===== config.mk =====
export PLATFORM = sky130hd
export DESIGN_NAME = fetch_queue_unit_flat
export DESIGN_NICKNAME = d
export VERILOG_FILES = /design/src/rtl/fetch_queue_unit_if.sv /design/src/rtl/fetch_queue_unit.sv /design/src/flat_wrapper.sv
export SDC_FILE = /design/constraint.sdc
export NUM_CORES = 1
export LEC_CHECK = 0
export CORE_ASPECT_RATIO = 1.2
export CORE_MARGIN = 2
export CORE_UTILIZATION = 49
export CTS_CLUSTER_DIAMETER = 40
export DETAILED_ROUTE_END_ITERATION = 8
export PLACE_DENSITY = 0.76
export RECOVER_POWER = 100
export SLEW_MARGIN = 40
export SYNTH_ARGS = -nofsm -noshare
export SYNTH_HDL_FRONTEND = slang
export SYNTH_SLANG_ARGS = --single-unit

===== constraint.sdc =====
create_clock -name f_clk -period 2.3 [get_ports f_clk]
set_input_delay 0.345 -clock f_clk [delete_from_list [all_inputs] [get_ports f_clk]]
set_output_delay 0.345 -clock f_clk [all_outputs]
set_load 0.01 [all_outputs]

===== src/rtl/fetch_queue_unit_if.sv =====
// Instruction-memory fetch bus and decode-side valid/ready stream of the fetch queue unit.
// master = fetch unit side, slave = memory/decode side.
interface fetch_queue_unit_if #(
  parameter int PC_W    = 8,
  parameter int INSTR_W = 9
);
  logic               imem_en;
  logic [PC_W-1:0]    imem_addr;
  logic [INSTR_W-1:0] imem_rdata;
  logic               out_valid;
  logic               out_ready;
  logic [INSTR_W-1:0] out_instr;
  logic [PC_W-1:0]    out_pc;

  modport master (
    output imem_en, imem_addr,
    input  imem_rdata,
    output out_valid, out_instr, out_pc,
    input  out_ready
  );

  modport slave (
    input  imem_en, imem_addr,
    output imem_rdata,
    input  out_valid, out_instr, out_pc,
    output out_ready
  );
endinterface


===== src/rtl/fetch_queue_unit.sv =====
// Sequential fetch into a 1-cycle synchronous instruction memory, buffering {instr, pc}
// in a DEPTH-entry FIFO toward decode, with run/halt control and branch redirect/flush.
module fetch_queue_unit #(
  parameter int              PC_W     = 8,
  parameter int              INSTR_W  = 9,
  parameter int              DEPTH    = 4,
  parameter logic [PC_W-1:0] RESET_PC = '0
) (
  input  logic                 f_clk,
  input  logic                 reset,
  input  logic                 start,
  input  logic [PC_W-1:0]      start_addr,
  input  logic                 halt,
  input  logic                 taken,
  input  logic [PC_W-1:0]      target,
  output logic                 busy,
  fetch_queue_unit_if.master   bus
);

  localparam int PTR_W = (DEPTH > 1) ? $clog2(DEPTH) : 1;
  localparam int CNT_W = PTR_W + 1;

  typedef enum logic {
    IDLE,
    RUN
  } state_t;

  state_t             state, state_nxt;
  logic [PC_W-1:0]    fpc, fpc_nxt;
  logic               inflight;
  logic [PC_W-1:0]    tag_pc;

  logic [INSTR_W-1:0] q_instr [DEPTH];
  logic [PC_W-1:0]    q_pc    [DEPTH];
  logic [PTR_W-1:0]   rd_ptr, wr_ptr;
  logic [CNT_W-1:0]   count;
  logic [CNT_W:0]     occupancy;

  logic run, redirect, flush, issue, push, pop, not_empty, head_valid;

  assign run       = (state == RUN);
  assign redirect  = run & (taken | start);
  // A start from IDLE also drops any return still in flight from before the halt.
  assign flush     = start | redirect;
  assign occupancy = {1'b0, count} + {{CNT_W{1'b0}}, inflight};
  assign issue     = run & ~redirect & (occupancy < (CNT_W + 1)'(DEPTH));
  assign push      = inflight & ~flush;
  assign not_empty = (count != '0);
  assign head_valid = not_empty & ~redirect;
  assign pop       = head_valid & bus.out_ready;

  always_comb begin
    state_nxt = state;
    unique case (state)
      IDLE: if (start) state_nxt = RUN;
      RUN: begin
        if (taken || start) state_nxt = RUN;
        else if (halt)      state_nxt = IDLE;
      end
      default: state_nxt = IDLE;
    endcase
  end

  always_comb begin
    fpc_nxt = fpc;
    if (run && taken)  fpc_nxt = target;
    else if (start)    fpc_nxt = start_addr;
    else if (issue)    fpc_nxt = fpc + 1'b1;
  end

  always_ff @(posedge f_clk or posedge reset) begin
    if (reset) begin
      state    <= IDLE;
      fpc      <= RESET_PC;
      inflight <= 1'b0;
      tag_pc   <= '0;
    end else begin
      state    <= state_nxt;
      fpc      <= fpc_nxt;
      inflight <= issue;
      if (issue) tag_pc <= fpc;
    end
  end

  always_ff @(posedge f_clk or posedge reset) begin
    if (reset) begin
      rd_ptr <= '0;
      wr_ptr <= '0;
      count  <= '0;
    end else if (flush) begin
      rd_ptr <= '0;
      wr_ptr <= '0;
      count  <= '0;
    end else begin
      if (push) wr_ptr <= wr_ptr + 1'b1;
      if (pop)  rd_ptr <= rd_ptr + 1'b1;
      unique case ({push, pop})
        2'b10:   count <= count + 1'b1;
        2'b01:   count <= count - 1'b1;
        default: count <= count;
      endcase
    end
  end

  // Storage needs no reset: head outputs are masked to zero whenever the queue is empty.
  always_ff @(posedge f_clk) begin
    if (push && !flush) begin
      q_instr[wr_ptr] <= bus.imem_rdata;
      q_pc[wr_ptr]    <= tag_pc;
    end
  end

  assign bus.imem_en   = issue;
  assign bus.imem_addr = fpc;
  assign bus.out_valid = head_valid;
  assign bus.out_instr = not_empty ? q_instr[rd_ptr] : '0;
  assign bus.out_pc    = not_empty ? q_pc[rd_ptr]    : '0;
  assign busy          = run;

endmodule


===== src/flat_wrapper.sv =====
// flat-port wrapper written by rule: the top's interface ports become plain ports
module fetch_queue_unit_flat 
#(
  parameter int              PC_W     = 8,
  parameter int              INSTR_W  = 9,
  parameter int              DEPTH    = 4,
  parameter logic [PC_W-1:0] RESET_PC = '0
)
  (f_clk, reset, start, start_addr, halt, taken, target, busy, bus_imem_en, bus_imem_addr, bus_imem_rdata, bus_out_valid, bus_out_instr, bus_out_pc, bus_out_ready);
  fetch_queue_unit_if #(.PC_W(PC_W), .INSTR_W(INSTR_W)) bus_i ();
  input  logic f_clk;
  input  logic reset;
  input  logic start;
  input  logic [PC_W-1:0] start_addr;
  input  logic halt;
  input  logic taken;
  input  logic [PC_W-1:0] target;
  output logic busy;
  output wire logic [$bits(bus_i.imem_en)-1:0] bus_imem_en;
  output wire logic [$bits(bus_i.imem_addr)-1:0] bus_imem_addr;
  input wire logic [$bits(bus_i.imem_rdata)-1:0] bus_imem_rdata;
  output wire logic [$bits(bus_i.out_valid)-1:0] bus_out_valid;
  output wire logic [$bits(bus_i.out_instr)-1:0] bus_out_instr;
  output wire logic [$bits(bus_i.out_pc)-1:0] bus_out_pc;
  input wire logic [$bits(bus_i.out_ready)-1:0] bus_out_ready;
  assign bus_imem_en = bus_i.imem_en;
  assign bus_imem_addr = bus_i.imem_addr;
  assign bus_i.imem_rdata = bus_imem_rdata;
  assign bus_out_valid = bus_i.out_valid;
  assign bus_out_instr = bus_i.out_instr;
  assign bus_out_pc = bus_i.out_pc;
  assign bus_i.out_ready = bus_out_ready;
  fetch_queue_unit #(.PC_W(PC_W), .INSTR_W(INSTR_W), .DEPTH(DEPTH), .RESET_PC(RESET_PC)) u_core (.f_clk(f_clk), .reset(reset), .start(start), .start_addr(start_addr), .halt(halt), .taken(taken), .target(target), .busy(busy), .bus(bus_i));
endmodule

==> flow_summary_export.csv, run 1 <==
group,metric,value,unit
layout,drive_above_1_share,22.66,%
worst_setup_path,critPathTopFamily,"buffers and inverters",
yosys,ys_warn_count,0,
yosys,synth-seq-cells,93,
yosys,synth_area,0.004014,mm²
worst_setup_path,reg2reg_depth,7,
worst_setup_path,r2r_start,"u_core.count[1]",
clock_network,cts_max_path_buffers,2,
clock_network,clk_pin_slew,90,ps
worst_setup_path,crit_path_end_kind,"output port",
yosys,yosysSeqAreaShare,66.46,%
timing,period_needed,2235,ps
layout,n_antenna_cell,0,
timing,rsz0062_at_grt,"true",
timing,post-route-period-util,97.16,%
worst_setup_path,r2r-end,"u_core.count[2]",
clock_network,cts_root_buf,"clkbuf_8",
layout,fillerInstances,615,
power_and_ir_drop,power_density,676.7,mW/mm²
detailed_routing,wl_per_cell,16.86,µm
clock_network,tritoncts.num_buffers,9,
worst_setup_path,critPathBufInv,4,
layout,final_common_cell,"edfxtp_1",
detailed_routing,viasPerCell,5.473,
timing,setup_viol,0,
power_and_ir_drop,leakage,1.952,nW
timing,timing.slew.headroom,10.81,%
clock_network,postCtsHoldBufs,0,
timing,worst_pin_slew,1338,ps
detailed_routing,num_vias,2452,
timing,fmax,447.5,MHz
layout,final_cell_mix,"68 x edfxtp_1, 24 x dfrtp_1, 20 x dlygate4sd3_1",
clock_network,clock_latency,350,ps
timing,skew,8.103,ps
power_and_ir_drop,p_total,0.003467,W
layout,fin_nets,387,
floorplan,coreArea,0.008018,mm²
timing,setup_slack,65.40,ps
timing,hold_viol_final,0,
yosys,ys.flop_type,"edfxtp_1",
worst_setup_path,worstPathCellList,"buf_6, clkbuf_16, buf_4, mux4_2, and2_4, clkbuf_2",
detailed_routing,remaining_drc_errors,0,
grt,overflow,0,
floorplan,dieArea,0.008934,mm²
clock_network,cts_tree,"built",
layout,fin_util,63.90,%
place,gp_congestion,0.9425,
grt,grt_util_met3,4.484,%
min_path,hold_end,"u_core.q_pc[0][4]",
place,port_buffers,58,
grt,antenna_found_initial,0,
timing,finalSetupTns,0,ps
worst_setup_path,cp.arrival,1890,ps
run_status,status,"finished clean",
clock_network,cts.sinks,93,
worst_setup_path,cpMaxStageDelayCell,"dfrtp_2",
layout,syn_to_final_growth,27.65,%
floorplan,start_util,50.06,%
detailed_routing,routed_wl,7553,µm
timing,holdWs,508.3,ps
grt,grt_use_total,18.67,%
power_and_ir_drop,ir_drop,0.2888,mV
yosys,syn_nets,293,
clock_network,htree_levels,3,
yosys,synth_edf_count,68,
grt,grtUsageMet2,32.01,%
run,drv_cap,0,
floorplan,die_y,103.1,µm
worst_setup_path,required,1960,ps
floorplan,die_x,86.62,µm
place,place_ws,-322.5,ps
worst_setup_path,crit_fanout,4,
worst_setup_path,cp_slowest_stage_delay,420,ps
detailed_routing,drt_iter0_drc,94,
worst_setup_path,crit_type,"flip-flop to output port",
layout,multiInputGateArea,0.001259,mm²
timing,maxSlewViolCount,0,
grt,grt_pass1_vias,2513,
grt,grt_most_used_layer,"met2",
grt,grt_pass1_wl,12360,µm
min_path,worstHoldStart,"u_core.tag_pc[4]",
layout,regArea,0.002669,mm²
place,dp_hpwl,5096,µm
floorplan,num_rows,36,
min_path,min_path_type,"flip-flop to flip-flop",
grt,grt_max_degree,26,
worst_setup_path,start_kind,"flip-flop",
grt,met1_usage,23.19,%
detailed_routing,drtPass1Iterations,5,
floorplan,io_pins,59,
yosys,syn_avg_cell_area,15.74,µm²
min_path,hold_depth,0,
yosys,synth.distinct_cells,39,
worst_setup_path,rrSetupSlack,90,ps
yosys,async_reset_ff_share,26.88,%
yosys,synthCells,255,
detailed_routing,ant_nets,0,
## worst max-delay path by stage
stage | startpoint | end | cells past startpoint | slack [ps]
2_1_floorplan | u_core.busy | u_core.count[2] | 9 | 50
3_3_place_gp | taken | u_core.count[2] | 8 | -150
3_5_place_dp | taken | u_core.count[2] | 8 | -320
4_1_cts | u_core.count[1] | bus_out_valid | 4 | 3
5_1_grt | u_core.rd_ptr[0] | bus_out_pc[4] | 6 | -10
6_report | u_core.rd_ptr[0] | bus_out_pc[4] | 6 | 70
## worst register-to-register path, delay by kind of cell, from the launching register on
family	cells	cell delay, ps
and+or+nand+nor	3	940
adders and majority gates	2	550
DFF	1	380
AOI/OAI and AO/OA	1	150
xor gates and xnor gates	1	130
## cells by family after synthesis
logic type / Yosys count / synth area share, %
DFF: 93 / 66.46
and+or+nand+nor: 72 / 9.227
AOI/OAI and AO/OA: 30 / 5.362
muxes: 29 / 12.81
buffers and inverters: 17 / 2.244
xor gates and xnor gates: 7 / 1.527
adders and majority gates: 7 / 2.369
## synth_stat cells, drive strengths merged, types with 3 or more instances
master	number	area [µm²]
edfxtp	68	2042
dfrtp	25	625.6
and2	19	118.9
nor2	19	71.32
mux4	17	382.9
nand2	12	45.04
o21ai	10	50.05
buf	9	60.06
mux2	9	101.4
and3	8	50.05
ha	6	75.07
a31oi	5	31.28
inv	5	18.77
xnor2	4	35.03
a21oi	3	15.01
mux2i	3	30.03
nand3	3	15.01
o21a	3	22.52
xor2	3	26.28
## power breakdown
part / switching (W) / internal, W / leakage, nW
logic: 0.000141 / 0.000186 / 0.926
registers: 0.0000966 / 0.00192 / 0.923
clock network: 0.000517 / 0.000607 / 0.103
## sequential cells by signal, indices dropped and copies added (netlist names)
signal,count
u_core.wr_ptr,2
u_core.count,3
u_core.rd_ptr,2
u_core.busy,1
u_core.bus.imem_addr,8
u_core.tag_pc,8
u_core.q_pc,32
u_core.q_instr,36
u_core.inflight,1
## timing repair
action / CTS / global route
gates resized for setup: 35 / 21
gates cloned: 1 / 1
setup endpoints to repair: 18 / 19
buffers inserted: 5 / 1
## through the flow
step                std cells  instance area, µm²
floorplan                 255                4014
global placement          425                4931
detailed placement        425                4931
CTS                       446                5177
global route              448                5124
finish                    448                5124
## cell type report
| class | count | area share, % |
|---|---|---|
| Clock inverter | 4 | 1.441 |
| Clock buffer | 11 | 2.564 |
| Timing Repair Buffer | 94 | 16.58 |
| Multi-Input combinational cell | 145 | 24.57 |
| Inverter | 6 | 0.4396 |
| Sequential cell | 93 | 52.09 |
| Tap cell | 95 | 2.320 |
## routing by layer
metal,part of all wire (%),vias to the layer above
met3,5.0,12
met1,41,1199
li1,-,1157
met4,1.5,0
met2,53,84
met5,0,-
Note: power is estimated with default switching activity, not from simulation.
==> inputs of run 2 (changes only) <==
--- a/config.mk
+++ b/config.mk
@@ -6,7 +6,7 @@
 export NUM_CORES = 1
 export LEC_CHECK = 0
 export CORE_ASPECT_RATIO = 1.2
-export CORE_MARGIN = 2
+export CORE_MARGIN = 3
 export CORE_UTILIZATION = 49
 export CTS_CLUSTER_DIAMETER = 40
 export DETAILED_ROUTE_END_ITERATION = 8
==> constraint.sdc (replaced) <==
create_clock -name f_clk -period 2.3 [get_ports f_clk]
set_input_delay 0.46 -clock f_clk [delete_from_list [all_inputs] [get_ports f_clk]]
set_output_delay 0.46 -clock f_clk [all_outputs]
set_load 0.01 [all_outputs]
==> run 2 against run 1 <==
Die area is 4.3% higher; clock skew is 2.0 ps higher; maximum frequency is 0.69% lower; hold slack better by 8.4 ps; sequential power hardly changed; power is 5.0% lower; highest routed layer unchanged.
==> flow_summary_export.csv, run 2 (synthesis results as in run 1) <==
group,metric,value,unit
run_status,status,"finished clean",
floorplan,start_util,51.21,%
detailed_routing,wl_met3,377,µm
worst_setup_path,crit_type,"flip-flop to output port",
clock_network,cts_tree,"built",
grt,grt_pass1_wl,12120,µm
detailed_routing,drt_iter0_drc,66,
min_path,hold_depth,0,
timing,skew,10.09,ps
place,dp_hpwl,5032,µm
place,dp.cells,419,
worst_setup_path,r2r-end,"u_core.count[2]",
timing,worst_pin_slew,1318,ps
run,drv_cap,0,
timing,setup_viol,0,
floorplan,io_pins,59,
layout,final_cell_mix,"68 x edfxtp_1, 28 x clkdlybuf4s50_1, 24 x dfrtp_1",
detailed_routing,viasPerCell,5.394,
worst_setup_path,crit_fanout,6,
worst_setup_path,start_kind,"flip-flop",
layout,largest_reg_flops,36,
layout,fin_nets,380,
detailed_routing,wl_met2,3727,µm
clock_network,clock_latency,350,ps
timing,post-route-period-util,97.84,%
detailed_routing,highest_layer,"met4",
clock_network,cts_root_buf,"clkbuf_8",
detailed_routing,drtPass1Iterations,4,
detailed_routing,wl_met1,3250,µm
power_and_ir_drop,ir_drop,0.3219,mV
place,port_buffers,58,
floorplan,dieArea,0.009318,mm²
min_path,hold_end,"u_core.q_pc[0][2]",
worst_setup_path,crit_path_end_kind,"output port",
worst_setup_path,rrSetupSlack,60,ps
floorplan,die_y,105.1,µm
detailed_routing,num_vias,2368,
clock_network,postCtsHoldBufs,0,
min_path,worstHoldStart,"u_core.tag_pc[2]",
clock_network,cts_max_path_buffers,2,
grt,grt_pass1_vias,2387,
clock_network,htree_levels,3,
worst_setup_path,required,1840,ps
floorplan,num_rows,35,
grt,grt_use_total,17.17,%
worst_setup_path,r2r_start,"u_core.count[1]",
detailed_routing,remaining_drc_errors,0,
place,gp_congestion,0.8861,
power_and_ir_drop,power_density,660.3,mW/mm²
timing,hold_viol_final,0,
layout,n_antenna_cell,0,
timing,fmax,444.4,MHz
detailed_routing,wl_per_cell,16.97,µm
min_path,min_path_type,"flip-flop to flip-flop",
floorplan,coreArea,0.007839,mm²
detailed_routing,routed_wl,7448,µm
layout,drive_above_1_share,25.94,%
clock_network,cts.sinks,93,
timing,finalSetupTns,0,ps
timing,period_needed,2250,ps
clock_network,tritoncts.num_buffers,9,
grt,antenna_found_initial,0,
timing,timing.slew.headroom,12.13,%
timing,rsz0062_at_grt,"true",
clock_network,clk_pin_slew,90,ps
worst_setup_path,cp.arrival,1790,ps
layout,top_register,"u_core.q_instr",
grt,grt_max_degree,26,
detailed_routing,ant_nets,0,
timing,maxSlewViolCount,0,
grt,overflow,0,
layout,fin_cells,439,
worst_setup_path,reg2reg_depth,7,
layout,final_common_cell,"edfxtp_1",
layout,syn_to_final_growth,24.31,%
layout,top_regs,"u_core.q_instr (36), u_core.q_pc (32)",
power_and_ir_drop,leakage,1.881,nW
floorplan,die_x,88.62,µm
-- run 2: how the worst max path moves through the flow --
stage	startpoint	cells after the start	to	slack [ps]
floorplan	u_core.busy	9	u_core.count[2]	50
global placement	taken	8	u_core.count[2]	-270
detailed placement	taken	8	u_core.count[2]	-370
CTS	u_core.rd_ptr[0]	6	bus_out_pc[1]	-40
global route	u_core.count[1]	7	u_core.count[2]	-30
finish	u_core.rd_ptr[0]	5	bus_out_pc[1]	50
-- run 2: routing by layer --
layer / track usage (%) / vias to the layer above
met4: 5.184 / 0
met5: 0 / -
met1: 23.17 / 1149
met2: 27.60 / 70
met3: 3.864 / 8
li1: - / 1141
-- run 2: metrics by stage --
step | setup slack [ps] | hold slack, ps | utilization [%] | cell area, µm² | total power (W)
4_1_cts | -35.57 | 452.7 | 65.04 | 5099 | 0.003335
5_1_grt | -27.88 | 543.6 | 63.66 | 4990 | 0.003437
2_1_floorplan | 54.68 | 470.9 | - | 4014 | 0.002205
3_5_place_dp | -372.9 | 505.5 | 62.57 | 4905 | 0.002408
6_report | 49.78 | 516.7 | 63.66 | 4990 | 0.003295
3_3_place_gp | -274.2 | 484.7 | 62.57 | 4905 | 0.002387
-- run 2: worst max-delay path: stages (launching register included) --
cell and delay (ps):
dfrtp_2 410, buf_6 170, buf_12 110, mux4_2 470
and2_1 140, buf_2 130
-- run 2: final cells by class --
class,instances,area (µm²)
clock buffers,11,131.4
clock inverters,5,36.28
fillers,573,2849
inverters,6,22.52
multi-input cells,145,1269
flip-flops and latches,93,2669
well taps,92,115.1
repair buffers,87,747.0
-- run 2: what timing repair did --
action | in CTS | in global routing
gates resized for setup | 73 | 12
cloned | 1 | 0
buffers inserted | 4 | 1
pin swaps | 3 | 0
endpoints found under the setup margin | 19 | 10
-- run 2: power by group --
part | switching (W) | internal, W
Combinational | 0.000142 | 0.000196
Clock | 0.000543 | 0.000395
Sequential | 0.0000989 | 0.00192
Total | 0.000784 | 0.00251
==> inputs of run 3 (changes only) <==
--- a/config.mk
+++ b/config.mk
@@ -5,7 +5,6 @@
 export SDC_FILE = /design/constraint.sdc
 export NUM_CORES = 1
 export LEC_CHECK = 0
-export CORE_ASPECT_RATIO = 1.2
 export CORE_MARGIN = 3
 export CORE_UTILIZATION = 49
 export CTS_CLUSTER_DIAMETER = 40
==> run 3 against run 2 <==
The flow now finishes with violations (negative setup slack); register-to-register slack improved by 40 ps; cell count increased by 2.7%; non-clock buffer count increased by 3; clock skew increased by 1.8 ps; die area about the same; wire length increased by 4.6%; sequential power about the same; maximum frequency decreased by 3.1%; sequential share of layout area decreased by 1.2 points; flip-flop and latch count unchanged; combinational power about the same; critical endpoint is now bus_out_instr[5].
==> flow_summary_export.csv, run 3 (synthesis results as in run 1) <==
group,metric,value,unit
timing,maxSlewViolCount,0,
power_and_ir_drop,p_sw,0.0007760,W
clock_network,postCtsHoldBufs,0,
grt,grt_use_total,18.94,%
timing,hold_viol_final,0,
power_and_ir_drop,p_sw_share,22.95,%
detailed_routing,routed_wl,7787,µm
place,port_buffers,58,
worst_setup_path,r2r-end,"u_core.count[2]",
layout,fin_util,65.10,%
timing,period_needed,2322,ps
clock_network,htree_levels,3,
floorplan,die_x,96.51,µm
power_and_ir_drop,power_frac_comb,9.9,%
run_status,status,"finished, violations left",
floorplan,num_rows,32,
place,post_dp_cell_area,0.004925,mm²
worst_setup_path,crit_start,"u_core.rd_ptr[0]",
timing,skew,11.92,ps
floorplan,coreArea,0.007848,mm²
power_and_ir_drop,leakage,1.913,nW
worst_setup_path,cp.arrival,1860,ps
clock_network,cts_max_path_buffers,2,
run,drv_cap,0,
clock_network,clock_latency,350,ps
run_status,violations,"negative setup slack",
detailed_routing,remaining_drc_errors,0,
layout,drive_above_1_share,27.51,%
floorplan,io_pins,59,
detailed_routing,ant_nets,0,
detailed_routing,drtPass1Iterations,4,
power_and_ir_drop,power_density,661.9,mW/mm²
layout,largest_reg_flops,36,
worst_setup_path,reg2reg_depth,7,
layout,final_common_cell,"edfxtp_1",
timing,worst_pin_slew,1332,ps
timing,fmax,430.7,MHz
detailed_routing,drt_iter0_drc,101,
floorplan,die_y,96.51,µm
worst_setup_path,crit_fanout,5,
clock_network,cts_root_buf,"clkbuf_8",
power_and_ir_drop,clkPwrFrac,30.5,%
detailed_routing,viasPerCell,5.443,
power_and_ir_drop,internal_power,0.002605,W
worst_setup_path,rrSetupSlack,100,ps
clock_network,clk_pin_slew,90,ps
worst_setup_path,r2r_start,"u_core.count[1]",
place,dp_hpwl,5027,µm
clock_network,cts.sinks,93,
grt,grt_pass1_vias,2582,
power_and_ir_drop,ir_drop,0.3313,mV
clock_network,tritoncts.num_buffers,9,
power_and_ir_drop,power_frac_seq,59.6,%
layout,fin_area,0.005109,mm²
timing,setup_viol,2,
layout,final_cell_mix,"68 x edfxtp_1, 24 x dfrtp_1, 21 x dlygate4sd3_1",
timing,setup_slack,-21.73,ps
power_and_ir_drop,p_total,0.003381,W
grt,overflow,0,
layout,fin_nets,383,
worst_setup_path,crit_type,"flip-flop to output port",
worst_setup_path,required,1840,ps
layout,top_regs,"u_core.q_instr (36), u_core.q_pc (32)",
detailed_routing,wl_per_cell,17.27,µm
clock_network,cts_tree,"built",
grt,antenna_found_initial,0,
worst_setup_path,start_kind,"flip-flop",
worst_setup_path,endpoint,"bus_out_instr[5]",
grt,grt_pass1_wl,12880,µm
worst_setup_path,crit_path_end_kind,"output port",
detailed_routing,num_vias,2455,
timing,timing.slew.headroom,11.22,%
floorplan,start_util,51.15,%
floorplan,dieArea,0.009313,mm²
layout,n_antenna_cell,0,
timing,rsz0062_at_grt,"true",
layout,syn_to_final_growth,27.28,%
layout,top_register,"u_core.q_instr",
min_path,min_path_type,"flip-flop to flip-flop",
timing,post-route-period-util,100.9,%
place,gp_congestion,0.9136,
grt,grt_max_degree,26,
==> run 3: layer usage <==
metal / share of wire [%] / routed length [µm] / vias up / track usage, %
li1: - / - / 1149 / -
met3: 5.9 / 456 / 7 / 4.028
met2: 49 / 3799 / 100 / 31.21
met5: 0 / 0 / - / 0
met4: 0.96 / 75 / 0 / 6.893
met1: 44 / 3456 / 1199 / 24.97
==> run 3: power groups by stage <==
stage	Combinational, W	Clock (W)	Sequential [W]
2_1_floorplan	0.000173	0	0.00203
3_3_place_gp	0.000346	0	0.00205
3_5_place_dp	0.000354	0	0.00205
4_1_cts	0.000357	0.00106	0.00202
5_1_grt	0.000369	0.00113	0.00203
6_report	0.000335	0.00103	0.00202
==> run 3: worst min path at each step <==
stage / from / to / slack [ps] / cells past startpoint
2_1_floorplan: u_core.tag_pc[0] / u_core.q_pc[0][0] / 470 / 0
3_3_place_gp: u_core.tag_pc[4] / u_core.q_pc[2][4] / 490 / 0
3_5_place_dp: u_core.tag_pc[4] / u_core.q_pc[2][4] / 500 / 0
4_1_cts: reset / u_core.inflight / 440 / 3
5_1_grt: u_core.tag_pc[4] / u_core.q_pc[0][4] / 550 / 0
6_report: u_core.tag_pc[4] / u_core.q_pc[3][4] / 510 / 0
==> run 3: final cells by class <==
| cell class | instances | area [µm²] |
|---|---|---|
| Clock inverter | 6 | 63.81 |
| Fill cell | 580 | 2739 |
| Multi-Input combinational cell | 145 | 1291 |
| Inverter | 6 | 22.52 |
| Tap cell | 102 | 127.6 |
| Clock buffer | 9 | 123.9 |
| Sequential cell | 93 | 2669 |
| Timing Repair Buffer | 90 | 810.8 |
==> run 3: critical path, stage by stage, from the launching register on <==
cell	delay, ps
dfrtp_2	440
buf_6	170
mux4_2	500
and2_1	180
clkdlybuf4s15_2	220
==> run 3: timing repair <==
action	in CTS	in global routing
setup buffers	6	1
gates resized for setup	80	21
gates cloned	2	0
endpoints found under the hold margin	0	0
pin swaps	5	3
endpoints found under the setup margin	19	18
==> run 3: through the flow <==
stage / hold slack [ps] / setup TNS (ps) / setup WS, ps / std cells
global route: 547.7 / -529.7 / -79.05 / 451
floorplan: 470.9 / 0 / 54.68 / 255
finish: 506.2 / -30.87 / -21.73 / 451
CTS: 439.0 / -948.5 / -112.6 / 453
detailed placement: 501.9 / -705.5 / -361.4 / 430
global placement: 490.4 / -523.2 / -283.3 / 430
